### src/rtl/servo_pwm_slew.sv
// servo_pwm_slew: four-channel servo PWM with slew-limited position stepping once per frame
module servo_pwm_slew #(
    parameter int NCH = 4,
    parameter int BASE_W = 100000,
    parameter int STEP_W = 392
) (
    input  logic           clk,
    input  logic           clr,
    input  logic [19:0]    count,
    input  logic           wr_en,
    input  logic [1:0]     wr_ch,
    input  logic [7:0]     wr_target,
    input  logic [7:0]     wr_rate,
    input  logic [NCH-1:0] en,
    output logic [NCH-1:0] pwm,
    output logic [NCH-1:0] at_target
);
    logic [7:0]        target [NCH];
    logic [7:0]        rate [NCH];
    logic [7:0]        cur [NCH];
    logic [7:0]        cur_nx [NCH];
    logic signed [8:0] d [NCH];
    logic [8:0]        mag [NCH];
    logic [17:0]       width_q [NCH];
    logic [17:0]       width_nx [NCH];
    logic [NCH-1:0]    en_q;
    logic [NCH-1:0]    en_nx;
    logic              frame;
    logic              latch;
    assign frame = count == 20'd0;
    assign latch = count == 20'd1;
    // the frame-start cycle already drives the new enable so no pulse loses its first count
    assign en_nx = frame ? en : en_q;
    always_comb begin
        for (int i = 0; i < NCH; i++) begin
            d[i] = $signed({1'b0, target[i]}) - $signed({1'b0, cur[i]});
            mag[i] = d[i][8] ? 9'(-d[i]) : 9'(d[i]);
            cur_nx[i] = (rate[i] == 8'd0 || mag[i] <= {1'b0, rate[i]}) ? target[i] :
                        d[i][8] ? cur[i] - rate[i] : cur[i] + rate[i];
            width_nx[i] = 18'(BASE_W + STEP_W * int'(cur[i]));
        end
    end
    always_ff @(posedge clk) begin
        if (clr) begin
            for (int i = 0; i < NCH; i++) begin
                target[i] <= 8'd128;
                rate[i] <= 8'd0;
                cur[i] <= 8'd128;
                width_q[i] <= 18'(BASE_W + STEP_W * 128);
            end
            en_q <= '0;
            pwm <= '0;
            at_target <= {NCH{1'b1}};
        end else begin
            en_q <= en_nx;
            for (int i = 0; i < NCH; i++) begin
                if (frame)
                    cur[i] <= cur_nx[i];
                if (latch)
                    width_q[i] <= width_nx[i];
                pwm[i] <= en_nx[i] && (count < {2'b00, width_q[i]});
                at_target[i] <= cur[i] == target[i];
            end
            if (wr_en) begin
                target[wr_ch] <= wr_target;
                rate[wr_ch] <= wr_rate;
            end
        end
    end
endmodule

### config.mk
export PLATFORM = sky130hd
export DESIGN_NAME = servo_pwm_slew
export DESIGN_NICKNAME = d
export VERILOG_FILES = /design/src/rtl/servo_pwm_slew.sv
export SDC_FILE = /design/constraint.sdc
export NUM_CORES = 1
export LEC_CHECK = 0
export ABC_CLOCK_PERIOD_IN_PS = 8170
export BUFFER_PORTS_ARGS = -buffer_cell sky130_fd_sc_hd__buf_4
export CORE_MARGIN = 3
export CORE_UTILIZATION = 45
export DETAILED_ROUTE_END_ITERATION = 10
export GPL_TIMING_DRIVEN = 0
export HOLD_SLACK_MARGIN = 0.15
export PLACE_DENSITY = 0.7
export SYNTH_ARGS = -nofsm -noshare
export SYNTH_HDL_FRONTEND = slang
export SYNTH_SLANG_ARGS = --single-unit
### constraint.sdc
create_clock -name clk -period 8.17 [get_ports clk]
set_input_delay 0 -clock clk [delete_from_list [all_inputs] [get_ports clk]]
set_output_delay 0 -clock clk [all_outputs]
set_load 0.02 [all_outputs]
==> results of run 1 <==
==> power breakdown <==
part	internal, uW	switching, uW	total, uW	leakage, uW
Clock	543	335	878	0.000310
Sequential	978	37.1	1020	0.00158
Combinational	501	653	1150	0.00611
==> tightest hold or removal path, stage by stage <==
cell	delay, ps
buf_4	120
nor2b_1	180
and2_1	170
==> stage by stage <==
step	area (sq um)	util	total power [uW]	setup WS, ps	hold slack (ps)
2_1_floorplan	15810	-	1899	3800	161.6
3_5_place_dp	16790	0.4861	2156	2948	273.7
3_3_place_gp	16770	0.4854	2125	3012	269.0
4_1_cts	17820	0.5160	3049	2928	166.7
6_report	17820	0.5160	3048	2873	180.2
5_1_grt	17820	0.5160	3249	2434	186.4
==> sequential cells by signal, indices dropped and copies added, names as in the netlist <==
register,count
at_target,4
cur,32
width_q,60
target,32
pwm,4
en_q,4
rate,32
==> worst paths after layout <==
check          endpoint  cells past startpoint
max           cur[0][0]                     18
min          rate[3][7]                      3
max reg2reg   cur[0][0]                     18
min reg2reg   cur[0][0]                      2
==> cells in the final DEF, fill, tap and decap left out, types with 13 or more instances in the layout <==
cell and count:
nand4_1 23, a21o_1 47, mux2i_1 20, nor2_1 134, ha_1 270, buf_4 52, nand3_1 40, o21a_1 13
edfxtp_1 156, clkbuf_16 17, xor2_1 40, nor2b_1 25, nor3_1 34, inv_1 201, fa_1 20, a21oi_1 89
dlygate4sd3_1 40, o21ai_0 81, and2_1 63, clkbuf_1 30, nand2_1 58, a211oi_1 15, nand2b_1 28, xnor2_1 96
==> layer usage <==
metal  track usage  wire, microns  up-vias
met4       0.05974            958        0
li1              -              -     6200
met3       0.02403           1710       58
met2        0.3257          17020      308
met1        0.2902          18290     5808
met5             0              0        -
==> timing repair <==
action / CTS / global route
buffers inserted: 0 / 0
endpoints found under the hold margin: 72 / 0
hold buffers: 40 / 0
setup endpoints to repair: 0 / 0
==> area by class of cell <==
class                   instances  area share
multi-input cells            1271      0.5604
clock buffers                  24     0.02759
clock inverters                 8    0.007933
inverters                     201     0.04233
plain buffers                  35    0.008003
flip-flops and latches        168      0.2763
well taps                     455     0.03194
repair buffers                 93     0.04549
==> cells by family after synthesis <==
group           count (synthesis)
fa+ha+maj                     290
mux                            21
simple gates                  488
buf+inv                       236
xor+xnor                      136
compound gates                336
flops                         168
==> tab_implementation.tex, run 1 <==
\begin{tabular}{lr}
\hline
Metric & Value \\
\hline
\multicolumn{2}{l}{\textbf{Synth}} \\
\quad Netlist Area Pre-Place & 0.01581 sq mm \\
\quad Most used standard cell by instance count after synthesis & ha\_1 \\
\quad Combinational family with the most area after synthesis & adder cells \\
\quad Ranking of synthesized cells by area & edfxtp\_1 30\%, ha\_1 21\%, xnor2\_1 5.3\% \\
\quad Async S/R FF share, synth & 0 \\
\quad Complex-gate fraction of the synthesized area & 0.1387 \\
\quad Adder-Cell Fraction of Synth Area & 0.2390 \\
\quad Distinct cell type count after synthesis & 85 \\
\quad Synth Flop Type & edfxtp\_1 \\
\quad FF+latch count, synth & 168 \\
\quad Syn Nets & 2010 \\
\quad Instance count of the mapped netlist & 1675 \\
\quad Simple-Gate Fraction of Synth Area & 0.1653 \\
\quad Xor/xnor cell area share of the yosys netlist & 0.07535 \\
\quad Count of flip-flops with a built-in enable after synthesis & 156 \\
\quad Most frequent cells after synthesis & 270 x ha\_1, 201 x inv\_1, 156 x edfxtp\_1, 134 x nor2\_1, 96 x xnor2\_1 \\
\quad Top cell type's share of synthesized area & 0.2963 \\
\quad Yosys synthesis warning count & 0 \\
\quad Avg Cell Area, Syn & 9.437 sq um \\
\quad Fraction of synthesized area in multiplexers & 0.01338 \\
\quad Cell type contributing the most total cell area after synthesis & edfxtp\_1 \\
\quad Post-synthesis sequential area ratio & 0.3115 \\
\multicolumn{2}{l}{\textbf{Drt}} \\
\quad Via Count & 12.37k \\
\quad Via-per-instance ratio & 5.487 \\
\quad Total routed wirelength & 37.98 mm \\
\quad Residual antenna-violating net count after detailed routing & 0 \\
\quad Violation count after the first detailed-routing iteration & 765 \\
\quad DRC violations left & 0 \\
\quad Detailed-route wire length per cell & 16.84 microns \\
\quad Detailed Routing Iterations Pass 1 & 5 \\
\multicolumn{2}{l}{\textbf{Worst setup path}} \\
\quad RR Startpoint & cur[0][0] \\
\quad Cells along the critical path & ha\_1 > inv\_1 > fa\_1 > a211oi\_1 > nor3\_1 > nor3\_1 > clkbuf\_1 > o21ai\_0 > xnor2\_1 > ha\_1 > a21o\_1 > a21o\_1 > a21o\_1 > a221oi\_1 > a211o\_1 > buf\_1 > a21o\_1 > a21oi\_1 \\
\quad Maximum fanout encountered on the critical timing path & 10 \\
\quad Stage delay of the slowest cell on the critical path & 540 ps \\
\quad Element type at the critical path end & flop \\
\quad Endpoint required time on the critical path & 8330 ps \\
\quad CP Launch Point & cur[0][0] \\
\quad Worst path buffer plus inverter count & 3 \\
\quad Crit-path slowest cell & nor3\_1 \\
\quad Kind of critical path & reg2reg \\
\quad CP top delay family & compound AO/OA/AOI/OAI gates \\
\quad Worst-case register-to-register setup slack & 2870 ps \\
\quad Crit path launch type & flop \\
\quad Crit-path most repeated cell & a21o\_1 \\
\quad Arrival time at the worst endpoint & 5450 ps \\
\multicolumn{2}{l}{\textbf{Clock network}} \\
\quad Number of buffers created by CTS & 17 \\
\quad Buffer levels on the longest clock path & 2 \\
\quad Number of cells upsized or downsized after cts & 0 \\
\quad CTS tree & built \\
\quad H-tree depth & 4 \\
\quad Worst-path clk slew & 70 ps \\
\quad Clock root buffer & clkbuf\_16 \\
\quad CTS Sinks & 168 \\
\quad Clock latency on the worst-skew pair & 440 ps \\
\multicolumn{2}{l}{\textbf{GRT}} \\
\quad Remaining Overflow, GRT & 0 \\
\quad Global-route usage over all layers & 0.2032 \\
\quad Vias in the first global route & 12.19k \\
\quad Global-route wire length before repair & 62.18 mm \\
\quad Antenna violations before repair & 0 \\
\quad Largest net degree at the start of global routing & 34 \\
\multicolumn{2}{l}{\textbf{Timing}} \\
\quad Count of final setup violators & 0 \\
\quad Setup repair after global routing missed its margin & no \\
\quad Final worst clock skew & 10.70 ps \\
\quad Worst-case headroom to the max-slew limit & 0.1601 \\
\quad Least-Margin Pin Slew & 1260 ps \\
\quad Setup TNS after final layout & 0 ps \\
\quad Number of max-slew violations in the final report & 0 \\
\quad Crit path time final & 5297 ps \\
\quad Number of hold violations in the final report & 0 \\
\quad Maximum clock rate & 0.1888 GHz \\
\quad Final cycle utilization of the critical path & 0.6483 \\
\multicolumn{2}{l}{\textbf{Floorplanning}} \\
\quad Effective utilization at floorplan & 0.4576 \\
\quad Die Area & 0.03741 sq mm \\
\quad Io pins & 53 \\
\quad Floorplan Core Area & 0.03454 sq mm \\
\quad Width of the die & 193.4 microns \\
\quad Y dimension of the die & 193.4 microns \\
\quad Floorplan row count & 68 \\
\multicolumn{2}{l}{\textbf{Layout}} \\
\quad Area of the multi-input gates & 0.009988 sq mm \\
\quad Final standard cell count with taps included and fillers excluded & 2255 \\
\quad Net total in the final layout & 2122 \\
\quad Layout area overhead & 12.75\% \\
\quad Register cell area after layout & 0.004925 sq mm \\
\quad Share of final-layout standard cells stronger than drive strength 1 & 0.06500 \\
\quad N\_diodes & 0 \\
\quad Layout filler cell count & 3156 \\
\multicolumn{2}{l}{\textbf{Power}} \\
\quad Power per cell area & 171.0 mW/mm\^{}2 \\
\quad Reported leakage power & 0.007996 uW \\
\quad Highest ir drop seen on vdd & 0.1571 mV \\
\multicolumn{2}{l}{\textbf{Hold path}} \\
\quad HP Class & in2reg \\
\quad Hold Startpoint & wr\_en \\
\multicolumn{2}{l}{\textbf{Place}} \\
\quad Number of buffer cells added on primary ports & 52 \\
\quad HPWL after detailed placement & 29.99 mm \\
\quad Final GP Congestion & 0.9314 \\
\quad Instance count after placement with tap cells included & 2183 \\
\multicolumn{2}{l}{\textbf{Run}} \\
\quad Count of maximum capacitance violations & 0 \\
\multicolumn{2}{l}{\textbf{Run status}} \\
\quad Run status & completed \\
\hline
\end{tabular}
Power figures use the tool's default switching activity.
==> run 2, diff against run 1 <==
- ABC_CLOCK_PERIOD_IN_PS: 8170 -> 4600
- PLACE_DENSITY: 0.7 -> 0.72
- clock period: 8.17 -> 4.6 ns (I/O delays scaled with it)
==> run 2 against run 1 <==
Compared with the run above: sequential cell count did not move; die area did not move; clock skew rose by 2.8 ps.
==> tab_implementation.tex, run 2 (synthesized netlist as in run 1, its figures left out) <==
\begin{tabular}{lr}
\hline
Metric & Value \\
\hline
\multicolumn{2}{l}{\textbf{Floorplanning}} \\
\quad Y dimension of the die & 193.4 microns \\
\quad Effective utilization at floorplan & 0.4576 \\
\quad Die Area & 0.03741 sq mm \\
\quad Width of the die & 193.4 microns \\
\quad Floorplan row count & 68 \\
\quad Floorplan Core Area & 0.03454 sq mm \\
\quad Io pins & 53 \\
\multicolumn{2}{l}{\textbf{Worst setup path}} \\
\quad Element type at the critical path end & flop \\
\quad Maximum fanout encountered on the critical timing path & 9 \\
\quad Kind of critical path & reg2reg \\
\quad Arrival time at the worst endpoint & 4510 ps \\
\quad Endpoint required time on the critical path & 4760 ps \\
\quad Crit path launch type & flop \\
\multicolumn{2}{l}{\textbf{Clock network}} \\
\quad Number of buffers created by CTS & 17 \\
\quad Worst-path clk slew & 70 ps \\
\quad Buffer levels on the longest clock path & 2 \\
\quad CTS tree & built \\
\quad H-tree depth & 4 \\
\quad Clock root buffer & clkbuf\_16 \\
\quad Clock latency on the worst-skew pair & 450 ps \\
\quad CTS Sinks & 168 \\
\multicolumn{2}{l}{\textbf{GRT}} \\
\quad Largest net degree at the start of global routing & 35 \\
\quad Global-route usage over all layers & 0.2042 \\
\quad Antenna violations before repair & 1 \\
\quad Remaining Overflow, GRT & 0 \\
\quad Vias in the first global route & 12.27k \\
\quad Global-route wire length before repair & 62.32 mm \\
\multicolumn{2}{l}{\textbf{Power}} \\
\quad Clock share of power & 0.274 \\
\quad Highest ir drop seen on vdd & 0.2872 mV \\
\quad Reported leakage power & 0.008004 uW \\
\quad Net switching power & 1887 uW \\
\quad Internal Pwr Total & 3494 uW \\
\quad Relative contribution of sequential cells to total power & 0.335 \\
\quad Combinational group share of total power & 0.391 \\
\quad Switching Fraction & 0.3507 \\
\quad Power per cell area & 300.8 mW/mm\^{}2 \\
\multicolumn{2}{l}{\textbf{Drt}} \\
\quad Via-per-instance ratio & 5.553 \\
\quad Detailed-route wire length per cell & 17.27 microns \\
\quad Residual antenna-violating net count after detailed routing & 0 \\
\quad Via Count & 12.52k \\
\quad DRC violations left & 0 \\
\quad Detailed Routing Iterations Pass 1 & 7 \\
\quad Violation count after the first detailed-routing iteration & 697 \\
\quad Total routed wirelength & 38.94 mm \\
\multicolumn{2}{l}{\textbf{Layout}} \\
\quad Commonest non-fill, non-tap cell in the layout & ha\_1 \\
\quad Share of final-layout standard cells stronger than drive strength 1 & 0.07500 \\
\quad Net total in the final layout & 2122 \\
\quad Layout area overhead & 13.18\% \\
\quad Top reg by flops & width\_q \\
\quad Final standard cell count with taps included and fillers excluded & 2255 \\
\quad Number of flip-flops in the largest register & 60 \\
\quad Commonest cells after routing, fill and taps aside & 270 x ha\_1, 201 x inv\_1, 156 x edfxtp\_1 \\
\quad N\_diodes & 0 \\
\multicolumn{2}{l}{\textbf{Timing}} \\
\quad Count of final setup violators & 0 \\
\quad Final worst clock skew & 13.55 ps \\
\quad Final worst hold slack & 180.7 ps \\
\quad Crit path time final & 4349 ps \\
\quad Number of max-slew violations in the final report & 0 \\
\quad Number of hold violations in the final report & 0 \\
\quad Maximum clock rate & 0.2299 GHz \\
\quad Setup repair after global routing missed its margin & yes \\
\quad Least-Margin Pin Slew & 1124 ps \\
\quad Final cycle utilization of the critical path & 0.9455 \\
\quad Setup WS post-layout & 250.5 ps \\
\quad Worst-case headroom to the max-slew limit & 0.2505 \\
\multicolumn{2}{l}{\textbf{Place}} \\
\quad HPWL after detailed placement & 30.45 mm \\
\quad Final GP Congestion & 0.9362 \\
\quad Worst setup slack after placement & -576.9 ps \\
\quad Number of buffer cells added on primary ports & 52 \\
\quad Instance count after placement with tap cells included & 2183 \\
\multicolumn{2}{l}{\textbf{Hold path}} \\
\quad HP Class & in2reg \\
\multicolumn{2}{l}{\textbf{Run}} \\
\quad Count of maximum capacitance violations & 0 \\
\multicolumn{2}{l}{\textbf{Run status}} \\
\quad Run status & completed \\
\hline
\end{tabular}
[run 2: cell count changes in the layout (fill, tap and decap cells not counted), sizes merged]
| cell | previous run | this run |
|---|---|---|
| clkinv | 3 | 8 |
| buf | 60 | 62 |
| bufinv | 4 | 3 |
| clkbuf | 52 | 44 |
| clkinvlp | 0 | 2 |
[run 2: worst max-delay path, cell delays in order, from the launching register on]
cell      delay, ps
edfxtp_1        520
inv_1           250
ha_1            280
nor2b_1         160
o2111a_1        250
or3_1           390
and2_1          200
nor4_1          260
a21oi_1         130
xor2_1          160
ha_1            310
nand2_1          70
nor2_1           70
a221oi_1        400
a211o_1         360
a21o_1          180
a21oi_1          80
[run 2: per-layer routing]
metal,GRT usage,vias up,routed length (microns)
met5,0,-,0
met4,0.05411,0,767
met3,0.03727,56,1949
met2,0.3348,343,17860
met1,0.2795,5925,18360
li1,-,6199,-
[run 2: final cells by class]
type,count,area [sq um]
timing repair buffer,96,833.3
multi-input combinational,1271,10090
buffer,32,135.1
clock inverter,14,156.4
fill,3171,16650
clock buffer,18,429.2
tap,455,569.3
inverter,201,754.5
sequential,168,4925
[run 2: final timing paths]
| path | depth (start not counted) | startpoint | slack, ps | endpoint |
|---|---|---|---|---|
| max reg2reg | 16 | cur[0][17] | 250 | cur[0][16] |
| min reg2reg | 2 | target[0][0] | 650 | cur[0][0] |
| max | 16 | cur[0][17] | 250 | cur[0][16] |
| min | 4 | clr | 180 | target[0][7] |
[run 2: repair_timing]
item / 4_1_cts / 5_1_grt
endpoints found under the hold margin: 72 / 0
pin swaps: 0 / 3
resized for setup: 6 / 17
buffers inserted: 0 / 3
setup endpoints to repair: 17 / 32
hold buffers: 40 / 0
[run 2: power by group through the flow]
stage               logic (uW)  registers (uW)  clock network [uW]
floorplan                 1560            1810                   0
global placement          1940            1840                   0
detailed placement        2000            1840                   0
CTS                       2050            1800                1480
global route              2350            1810                1550
finish                    2100            1800                1480
[run 2: per-stage QoR]
stage | setup TNS (ps) | total power [uW] | instance area, sq um | util
after floorplan | 0 | 3372 | 15810 | -
after global placement | -3574 | 3771 | 16770 | 0.4854
after detailed placement | -4474 | 3838 | 16790 | 0.4861
after CTS | 0 | 5334 | 17800 | 0.5152
after global routing | -52.49 | 5713 | 17890 | 0.5179
final | 0 | 5381 | 17890 | 0.5179
==> run 3, diff against run 2 <==
- ABC_CLOCK_PERIOD_IN_PS: 4600 -> 4900
- PLACE_DENSITY: 0.72 -> 0.7
- clock period: 4.6 -> 4.9 ns (I/O delays scaled with it)
==> run 3 against run 2 <==
Compared with the run above: register-to-register slack gained 120 ps; clock power barely moved; largest power group unchanged; clock skew decreased by 3.5 ps; sequential power shrank 6%.
==> tab_implementation.tex, run 3 (synthesized netlist as in run 1, its figures left out) <==
\begin{tabular}{lr}
\hline
Metric & Value \\
\hline
\multicolumn{2}{l}{\textbf{Timing}} \\
\quad Least-Margin Pin Slew & 1276 ps \\
\quad Setup repair after global routing missed its margin & no \\
\quad Worst-case headroom to the max-slew limit & 0.1495 \\
\quad Maximum clock rate & 0.2208 GHz \\
\quad Setup TNS after final layout & 0 ps \\
\quad Crit path time final & 4529 ps \\
\quad Number of hold violations in the final report & 0 \\
\quad Count of final setup violators & 0 \\
\quad Final worst clock skew & 10.09 ps \\
\quad Setup WS post-layout & 371.3 ps \\
\quad Final cycle utilization of the critical path & 0.9242 \\
\quad Number of max-slew violations in the final report & 0 \\
\multicolumn{2}{l}{\textbf{Place}} \\
\quad Number of buffer cells added on primary ports & 52 \\
\quad Worst setup slack after placement & -322.4 ps \\
\quad HPWL after detailed placement & 29.99 mm \\
\quad Cell area reported after detailed placement & 0.01679 sq mm \\
\quad Final GP Congestion & 0.9314 \\
\multicolumn{2}{l}{\textbf{Clock network}} \\
\quad CTS tree & built \\
\quad Clock latency on the worst-skew pair & 440 ps \\
\quad Number of buffers created by CTS & 17 \\
\quad Clock root buffer & clkbuf\_16 \\
\quad CTS Sinks & 168 \\
\quad H-tree depth & 4 \\
\quad Worst-path clk slew & 70 ps \\
\quad Buffer levels on the longest clock path & 2 \\
\multicolumn{2}{l}{\textbf{Floorplanning}} \\
\quad Io pins & 53 \\
\quad Floorplan Core Area & 0.03454 sq mm \\
\quad Width of the die & 193.4 microns \\
\quad Floorplan row count & 68 \\
\quad Effective utilization at floorplan & 0.4576 \\
\quad Y dimension of the die & 193.4 microns \\
\quad Die Area & 0.03741 sq mm \\
\multicolumn{2}{l}{\textbf{GRT}} \\
\quad Antenna violations before repair & 0 \\
\quad Largest net degree at the start of global routing & 34 \\
\quad Global-route wire length before repair & 62.18 mm \\
\quad Vias in the first global route & 12.19k \\
\quad Remaining Overflow, GRT & 0 \\
\quad Global-route usage over all layers & 0.2032 \\
\multicolumn{2}{l}{\textbf{Worst setup path}} \\
\quad Arrival time at the worst endpoint & 4680 ps \\
\quad Kind of critical path & reg2reg \\
\quad Element type at the critical path end & flop \\
\quad Crit path launch type & flop \\
\quad Maximum fanout encountered on the critical timing path & 10 \\
\quad Endpoint required time on the critical path & 5050 ps \\
\multicolumn{2}{l}{\textbf{Layout}} \\
\quad Fin area & 0.01787 sq mm \\
\quad Commonest non-fill, non-tap cell in the layout & ha\_1 \\
\quad Net total in the final layout & 2122 \\
\quad Share of final-layout standard cells stronger than drive strength 1 & 0.07111 \\
\quad Layout filler cell count & 3160 \\
\quad Layout area overhead & 13.05\% \\
\quad Number of flip-flops in the largest register & 60 \\
\quad Top reg by flops & width\_q \\
\quad Commonest cells after routing, fill and taps aside & 270 x ha\_1, 201 x inv\_1, 156 x edfxtp\_1 \\
\multicolumn{2}{l}{\textbf{Drt}} \\
\quad DRC violations left & 0 \\
\quad Via-per-instance ratio & 5.460 \\
\quad Detailed Routing Iterations Pass 1 & 5 \\
\quad Residual antenna-violating net count after detailed routing & 0 \\
\quad Total routed wirelength & 38.11 mm \\
\quad Via Count & 12.32k \\
\quad Violation count after the first detailed-routing iteration & 792 \\
\quad Detailed-route wire length per cell & 16.89 microns \\
\multicolumn{2}{l}{\textbf{Power}} \\
\quad Power per cell area & 284.8 mW/mm\^{}2 \\
\quad Reported leakage power & 0.008015 uW \\
\quad Highest ir drop seen on vdd & 0.2596 mV \\
\quad Overall power of the completed layout & 5090 uW \\
\multicolumn{2}{l}{\textbf{Hold path}} \\
\quad HP Class & in2reg \\
\multicolumn{2}{l}{\textbf{Run status}} \\
\quad Run status & completed \\
\multicolumn{2}{l}{\textbf{Run}} \\
\quad Count of maximum capacitance violations & 0 \\
\hline
\end{tabular}
[run 3: routing by layer]
layer | share of wire | track usage
met1 | 0.49 | 0.2903
met2 | 0.45 | 0.3257
met3 | 0.039 | 0.02403
met4 | 0.022 | 0.05974
met5 | 0 | 0
[run 3: final cells by class]
class	instances	area (sq um)	area share
sequential	168	4925	0.2756
buffer	33	136.4	0.007631
clock buffer	24	491.7	0.02752
tap	455	569.3	0.03186
timing repair buffer	95	825.8	0.04621
inverter	201	754.5	0.04222
multi-input combinational	1271	10020	0.5609
antenna	1	2.502	0.0001400
clock inverter	8	141.4	0.007912
[run 3: worst max-delay path, stage by stage (launching register included)]
cell,delay (ps)
edfxtp_1,470
ha_1,210
inv_1,50
fa_1,410
a211oi_2,330
nor3_1,160
nor3_2,310
clkbuf_2,290
o21ai_0,150
xnor2_1,160
ha_1,300
a21o_1,160
a21o_1,180
a21o_1,180
a221oi_1,390
a211o_2,280
a21o_1,140
a21oi_1,50
[run 3: stage by stage]
stage	hold slack (ps)	cells	utilization
6_report	183.5	2256	0.5174
5_1_grt	186.4	2255	0.5173
4_1_cts	166.7	2255	0.5163
3_5_place_dp	273.7	2183	0.4861
3_3_place_gp	269.0	2182	0.4854
2_1_floorplan	161.6	1675	-
[run 3: timing repair]
item,in CTS,in global routing
endpoints found under the hold margin,72,0
hold buffers,40,0
setup endpoints to repair,8,24
gates resized for setup,3,6
buffers inserted,0,2
pin swaps,0,1
[run 3: worst paths after layout]
kind                     start           end  slack (ps)  depth (start not counted)
setup / recovery     cur[0][0]     cur[0][0]         370                         17
hold / removal           wr_en  target[3][0]         180                          3
setup reg to reg     cur[0][0]     cur[0][0]         370                         17
hold reg to reg   target[0][0]     cur[0][0]         630                          2
[run 3: report_power, final]
group,internal (uW),total (uW),switching (uW)
sequential,1630,1690,62.0
combinational,844,1940,1100
clock,905,1460,551
